$ cat config.mk
export PLATFORM = sky130hd
export DESIGN_NAME = sram_arb_ctrl
export DESIGN_NICKNAME = d
export VERILOG_FILES = /design/src/rtl/gnrl_defs.sv /design/src/rtl/gnrl_rr_arb2.sv /design/src/rtl/sram_arb_ctrl.sv
export SDC_FILE = /design/constraint.sdc
export NUM_CORES = 1
export LEC_CHECK = 0
export CORE_AREA = 5 5 85 87
export CTS_CLUSTER_DIAMETER = 80
export DETAILED_ROUTE_END_ITERATION = 8
export DIE_AREA = 0 0 90 92
export DONT_BUFFER_PORTS = 1
export PLACE_DENSITY = 0.71
export SYNTH_ARGS = -nofsm -noshare
export SYNTH_HDL_FRONTEND = slang
export SYNTH_SLANG_ARGS = --single-unit
$ cat constraint.sdc
create_clock -name clk -period 3.8 [get_ports clk]
set_input_delay 0.95 -clock clk [delete_from_list [all_inputs] [get_ports clk]]
set_output_delay 0.95 -clock clk [all_outputs]
set_load 0.1 [all_outputs]
$ cat src/rtl/gnrl_defs.sv
// Shared definitions for the SRAM arbitration controller: FSM state encoding
// and requester indices.
package gnrl_defs;

  typedef enum logic {
    SRAM_ARB_CLEAR = 1'b0,
    SRAM_ARB_SERVE = 1'b1
  } sram_arb_state_e;

  localparam int REQ0 = 0;
  localparam int REQ1 = 1;

endpackage

$ cat src/rtl/gnrl_rr_arb2.sv
// Two-way round-robin arbiter: on conflict the requester not granted last wins.
// The pointer moves only when a grant is issued.
module gnrl_rr_arb2
  import gnrl_defs::*;
(
  input  logic       clk,
  input  logic       rst,
  input  logic       i_en,
  input  logic [1:0] i_valid,
  output logic [1:0] o_grant
);

  logic last_q;
  logic last_d;

  always_comb begin
    o_grant = 2'b00;
    if (i_en) begin
      if (i_valid == 2'b11) begin
        o_grant = (last_q == 1'b1) ? 2'b01 : 2'b10;
      end else begin
        o_grant = i_valid;
      end
    end
    last_d = last_q;
    if (o_grant[REQ0]) begin
      last_d = 1'b0;
    end else if (o_grant[REQ1]) begin
      last_d = 1'b1;
    end
  end

  // Pointer starts at requester 1 so requester 0 wins the first conflict.
  always_ff @(posedge clk or posedge rst) begin
    if (rst) begin
      last_q <= 1'b1;
    end else begin
      last_q <= last_d;
    end
  end

endmodule

$ cat src/rtl/sram_arb_ctrl.sv
// Shares one single-port SRAM between two requesters and clears the table after
// reset/flush. Define SRAM_ARB_FIXED_PRIO_EN for fixed requester-0 priority.
module sram_arb_ctrl
  import gnrl_defs::*;
#(
  parameter int                    DATA_WIDTH    = 32,
  parameter int                    SRAM_DEPTH    = 128,
  parameter int                    ADDR_WIDTH    = $clog2(SRAM_DEPTH),
  parameter int                    CLEAR_ENABLE  = 1,
  parameter logic [DATA_WIDTH-1:0] INITIAL_VALUE = '0
) (
  input  logic                  clk,
  input  logic                  rst,
  input  logic                  i_flush,
  output logic                  o_busy,
  input  logic                  i_req0_valid,
  output logic                  o_req0_ready,
  input  logic                  i_req0_wren,
  input  logic [ADDR_WIDTH-1:0] i_req0_addr,
  input  logic [DATA_WIDTH-1:0] i_req0_din,
  output logic                  o_req0_rvalid,
  output logic [DATA_WIDTH-1:0] o_req0_rdata,
  input  logic                  i_req1_valid,
  output logic                  o_req1_ready,
  input  logic                  i_req1_wren,
  input  logic [ADDR_WIDTH-1:0] i_req1_addr,
  input  logic [DATA_WIDTH-1:0] i_req1_din,
  output logic                  o_req1_rvalid,
  output logic [DATA_WIDTH-1:0] o_req1_rdata,
  output logic                  o_sram_cs,
  output logic                  o_sram_wren,
  output logic [ADDR_WIDTH-1:0] o_sram_addr,
  output logic [DATA_WIDTH-1:0] o_sram_din,
  input  logic [DATA_WIDTH-1:0] i_sram_dout
);

  localparam sram_arb_state_e RST_STATE = (CLEAR_ENABLE != 0) ? SRAM_ARB_CLEAR : SRAM_ARB_SERVE;
  // One extra counter bit keeps the last-entry compare unambiguous for power-of-two depths.
  localparam logic [ADDR_WIDTH:0] LAST_IDX = (ADDR_WIDTH+1)'(SRAM_DEPTH - 1);

  sram_arb_state_e       state_q, state_d;
  logic [ADDR_WIDTH:0]   clr_cnt_q, clr_cnt_d;
  logic                  busy_q, busy_d;
  logic                  rvalid0_q, rvalid0_d;
  logic                  rvalid1_q, rvalid1_d;
  logic [DATA_WIDTH-1:0] rdata0_q, rdata0_d;
  logic [DATA_WIDTH-1:0] rdata1_q, rdata1_d;

  logic       flush_en;
  logic       arb_en;
  logic [1:0] req_valid;
  logic [1:0] grant;

  assign flush_en  = (CLEAR_ENABLE != 0) && i_flush;
  assign arb_en    = (state_q == SRAM_ARB_SERVE) && !flush_en;
  assign req_valid = {i_req1_valid, i_req0_valid};

`ifdef SRAM_ARB_FIXED_PRIO_EN
  assign grant = arb_en ? {req_valid[REQ1] & ~req_valid[REQ0], req_valid[REQ0]} : 2'b00;
`else
  gnrl_rr_arb2 u_arb (
    .clk     (clk),
    .rst     (rst),
    .i_en    (arb_en),
    .i_valid (req_valid),
    .o_grant (grant)
  );
`endif

  assign o_req0_ready  = grant[REQ0];
  assign o_req1_ready  = grant[REQ1];
  assign o_busy        = busy_q;
  assign o_req0_rvalid = rvalid0_q;
  assign o_req1_rvalid = rvalid1_q;
  assign o_req0_rdata  = rdata0_q;
  assign o_req1_rdata  = rdata1_q;

  always_comb begin
    o_sram_cs   = 1'b0;
    o_sram_wren = 1'b0;
    o_sram_addr = '0;
    o_sram_din  = '0;
    if (state_q == SRAM_ARB_CLEAR) begin
      o_sram_cs   = 1'b1;
      o_sram_wren = 1'b1;
      o_sram_addr = clr_cnt_q[ADDR_WIDTH-1:0];
      o_sram_din  = INITIAL_VALUE;
    end else if (grant[REQ0]) begin
      o_sram_cs   = 1'b1;
      o_sram_wren = i_req0_wren;
      o_sram_addr = i_req0_addr;
      o_sram_din  = i_req0_din;
    end else if (grant[REQ1]) begin
      o_sram_cs   = 1'b1;
      o_sram_wren = i_req1_wren;
      o_sram_addr = i_req1_addr;
      o_sram_din  = i_req1_din;
    end
  end

  always_comb begin
    state_d   = state_q;
    clr_cnt_d = clr_cnt_q;
    case (state_q)
      SRAM_ARB_CLEAR: begin
        if (flush_en) begin
          clr_cnt_d = '0;
        end else if (clr_cnt_q == LAST_IDX) begin
          state_d   = SRAM_ARB_SERVE;
          clr_cnt_d = '0;
        end else begin
          clr_cnt_d = clr_cnt_q + 1'b1;
        end
      end
      default: begin
        if (flush_en) begin
          state_d   = SRAM_ARB_CLEAR;
          clr_cnt_d = '0;
        end
      end
    endcase
    busy_d = (state_d == SRAM_ARB_CLEAR);

    // Read data is captured from the combinational SRAM output in the grant cycle.
    rvalid0_d = grant[REQ0] & ~i_req0_wren;
    rvalid1_d = grant[REQ1] & ~i_req1_wren;
    rdata0_d  = rvalid0_d ? i_sram_dout : rdata0_q;
    rdata1_d  = rvalid1_d ? i_sram_dout : rdata1_q;
  end

  always_ff @(posedge clk or posedge rst) begin
    if (rst) begin
      state_q   <= RST_STATE;
      clr_cnt_q <= '0;
      busy_q    <= (CLEAR_ENABLE != 0);
      rvalid0_q <= 1'b0;
      rvalid1_q <= 1'b0;
      rdata0_q  <= '0;
      rdata1_q  <= '0;
    end else begin
      state_q   <= state_d;
      clr_cnt_q <= clr_cnt_d;
      busy_q    <= busy_d;
      rvalid0_q <= rvalid0_d;
      rvalid1_q <= rvalid1_d;
      rdata0_q  <= rdata0_d;
      rdata1_q  <= rdata1_d;
    end
  end

endmodule

==> summary.log <==
INFO  critical_path  beginning_of_the_worst_register_to_register_path=state_q
INFO  synthesis      synth_top_cells_by_area=sky130_fd_sc_hd__dfrtp_1 (53%), sky130_fd_sc_hd__mux2_2 (20%), sky130_fd_sc_hd__a22o_1 (8.0%)
INFO  timing         report.final.hold_viol_count=0
INFO  clock_network  clock_tree.htree_level_count=3
INFO  finish         insertedDiodeCount=0
INFO  clock_network  cts-buffers-inserted=9
INFO  synthesis      synth.cells.most_frequent=sky130_fd_sc_hd__dfrtp_1 (75), sky130_fd_sc_hd__mux2_2 (62), sky130_fd_sc_hd__a22o_1 (32)
INFO  die            die_width=90um
INFO  synthesis      synth_async_sr_flop_share=100.0%
INFO  critical_path  worst_ep_required_time=2.85ns
INFO  global_route   grt_start_max_net_pins=46
INFO  die            die_h=92um
INFO  synthesis      synth-edff-count=0
INFO  pwr            total_switching_power=328.7uW
INFO  placement      globalplace.congestion=0.8255
INFO  pwr            pwr-share-seq=56.6%
INFO  synthesis      synth_seq_area_share=54.78%
INFO  timing         hold_slack=0.5577ns
INFO  critical_path  worst-path-buf-inv=3
INFO  critical_path  critPathSlowestCell=sky130_fd_sc_hd__or2_2
INFO  route          route.vias.total=2383
INFO  pwr            switching_power_as_a_share_of_total_power=22.44%
INFO  timing         worst_clock_skew=0.007263ns
INFO  synthesis      netlist_instances=256
INFO  clock_network  cts_tree=built
INFO  critical_path  worstRegToRegCells=5
INFO  critical_path  cpLargestDelayFamily=buffers and inverters
INFO  critical_path  crit_path_end=o_sram_addr[5]
INFO  die            core_region_area=6277um^2
INFO  global_route   grt_most_used_layer=met2
INFO  finish         area_growth_syn_to_layout=30.62%
INFO  global_route   globalRouteMet3Util=12.60%
INFO  timing         timing.final.max_slew_violations=0
INFO  global_route   globalRouteOverflowTotal=0
INFO  placement      port_buffers=0
INFO  critical_path  critPathArrivalTime=2.44ns
INFO  critical_path  critical_path.startpoint_type=input port
INFO  clock_network  root_buffer=sky130_fd_sc_hd__clkbuf_8
INFO  finish         design.final.nets=418
INFO  synthesis      post_synth_instance_area=3522um^2
INFO  route          total_iterations_of_the_first_detailed_routing_run=6
INFO  finish         finalCoreUtilization=73.29%
INFO  die            die_area=8280um^2
INFO  global_route   antenna_found_initial=0
INFO  synthesis      synth_most_common_cell=sky130_fd_sc_hd__dfrtp_1
INFO  timing         rsz0062_at_grt=false
INFO  synthesis      synth_area_per_cell=13.76um^2
INFO  pwr            power_frac_comb=4.4%
INFO  synthesis      synth-main-ff-cell=sky130_fd_sc_hd__dfrtp_1
INFO  critical_path  timing_worst_setup_path_type=input port to primary output
INFO  critical_path  critPathCaptureType=primary output
INFO  route          remaining_drc_errors=0
INFO  synthesis      synthDominantAreaCellType=sky130_fd_sc_hd__dfrtp_1
INFO  clock_network  cts_buffer_depth=2
INFO  route          detail_route.iter0.violations=127
INFO  critical_path  worst-path-max-fanout=23
INFO  synthesis      postSynthRegisterBits=77
INFO  finish         seqCellArea=1929um^2
INFO  min_path       hold_path.class=flip-flop to flip-flop
INFO  global_route   grt_util_met2=42.50%
INFO  timing         layout_setup_ws=0.4059ns
INFO  route          drt-total-wl=10.23mm
INFO  route          drt-wirelength-per-cell=26.77um
INFO  timing         timing.setup.tns=0ns
INFO  min_path       hold_path_startpoint=u_arb.last_q
INFO  die            start_util=56.11%
INFO  flow_run       drv_cap=0
INFO  global_route   grt_pass1_vias=2543
INFO  pwr            p_leak=0.002158uW
INFO  finish         multi_input_comb_area=1466um^2
INFO  pwr            p_clk_share=39.0%
INFO  route          antenna_violating_nets_post_route=0
INFO  finish         final.fill_count=397
INFO  clock_network  worstSkewPairLatency=0.34ns
INFO  global_route   grt_first_pass_wirelength=15.59mm
INFO  critical_path  reg2reg_setup_slack=1.79ns
INFO  critical_path  timing.critical_path.cells=nand3b_1 -> or2_2 -> inv_2 -> buf_12 -> a221o_1 -> buf_12
INFO  clock_network  numClockSinks=77
INFO  critical_path  critical_path.most_common_cell=sky130_fd_sc_hd__buf_12
INFO  pwr            power=1465uW
INFO  clock_network  cts.reportedPaths.clkPinSlew=0.07ns
INFO  synthesis      synth.distinct_cells=39
INFO  finish         post_route_cells_drive_above_1_share=44.59%
INFO  clock_network  postCtsHoldBufs=0
INFO  synthesis      netlist.area_leader.share=53.29%
INFO  synthesis      postSynthNetCount=374
INFO  critical_path  rr_endpoint=o_req1_rdata[7]
INFO  placement      dp_hpwl=8.146mm
INFO  pwr            power_density=318.3nW/um^2
INFO  pwr            worst_case_vdd_ir_drop=0.2724mV
INFO  timing         setup_viol=0
INFO  clock_network  post_cts.repair.setup_buffers=0
INFO  timing         relSlewSlack=37.76%
INFO  placement      dpl_ws=0.4067ns
INFO  critical_path  timing.critical_path.slowest_cell_delay=0.38ns
INFO  run_status     status=complete, no violations
INFO  route          avgViaCountPerCell=6.238
INFO  die            rows=29
INFO  critical_path  cp.depth=6
INFO  timing         final_min_period_over_clock_period=89.32%
INFO  clock_network  cts_repair_resized_insts=0
INFO  timing         fmax=294.6MHz
INFO  pwr            power_report.internal_total=1136uW
INFO  timing         timing_worst_slew_pin_value=0.9336ns
INFO  synthesis      yosysWarningCount=0
INFO  global_route   global_route.usage.total=24.39%
INFO  die            boundaryPins=227
INFO  critical_path  crit_path_start=i_flush
INFO  global_route   met1_grt_util=24.28%
INFO  timing         fin_crit=3.394ns
cell families after synthesis:
| group | share of synthesized area, % |
|---|---|
| buffers and inverters | 4.085 |
| AOI/OAI and AO/OA | 12.75 |
| and+or+nand+nor | 6.501 |
| muxes | 21.03 |
| adders and majority gates | 0.3552 |
| xor gates and xnor gates | 0.4974 |
| DFF | 54.78 |
layer usage:
layer / wire (um) / up-vias
li1: - / 1036
met1: 3194 / 1192
met2: 5511 / 133
met3: 1151 / 22
met4: 367 / 0
met5: 0 / -
cell usage in the layout (no fill, tap or decap), drive strengths merged, types with 2 or more instances in the layout:
master   n
nand2b   3
clkbuf  14
mux2    64
dfstp    2
nor2b    8
inv      5
a21oi    2
nand2    4
nand3    2
dfrtp   75
a22o    32
a31oi    2
nand3b   5
buf     50
or3      3
o21ai    2
nor2     6
mux2i    2
a221o    7
power by group through the flow:
stage	logic (uW)	clock network (uW)	registers, uW
5_1_grt	70.1	632	829
6_report	64.4	571	829
4_1_cts	66.0	584	829
2_1_floorplan	46.6	0	844
3_3_place_gp	64.3	0	844
3_5_place_dp	66.0	0	845
worst min-delay path by stage:
stage | to | slack, ns | depth (start not counted)
finish | u_arb.last_q | 0.56 | 2
global route | u_arb.last_q | 0.60 | 2
CTS | u_arb.last_q | 0.56 | 2
detailed placement | u_arb.last_q | 0.55 | 2
global placement | clr_cnt_q[7] | 0.54 | 3
floorplan | u_arb.last_q | 0.50 | 2
registers in the layout, indices dropped and copies added, names as in the netlist:
| signal | cells |
|---|---|
| o_req1_rvalid | 1 |
| o_req0_rdata | 32 |
| u_arb.last_q | 1 |
| o_req0_rvalid | 1 |
| state_q | 1 |
| o_busy | 1 |
| clr_cnt_q | 8 |
| o_req1_rdata | 32 |
worst min-delay path, stage by stage (launching register included):
cell and delay (ns):
sky130_fd_sc_hd__dfstp_2 0.41, sky130_fd_sc_hd__nand2_1 0.06, sky130_fd_sc_hd__o21ai_0 0.08
stage by stage:
stage               std cells  area (um^2)
CTS                       382         4601
detailed placement        366         4412
global placement          366         4412
floorplan                 256         3528
global route              382         4601
finish                    382         4601
cell type report:
| type | count | share of cell area (%) |
|---|---|---|
| timing repair buffer | 50 | 19.58 |
| inverter | 5 | 0.4079 |
| tap | 77 | 2.094 |
| clock inverter | 2 | 0.3535 |
| multi-input combinational | 157 | 31.87 |
| clock buffer | 14 | 3.753 |
| sequential | 77 | 41.94 |
(Power assumes the default switching activity.)
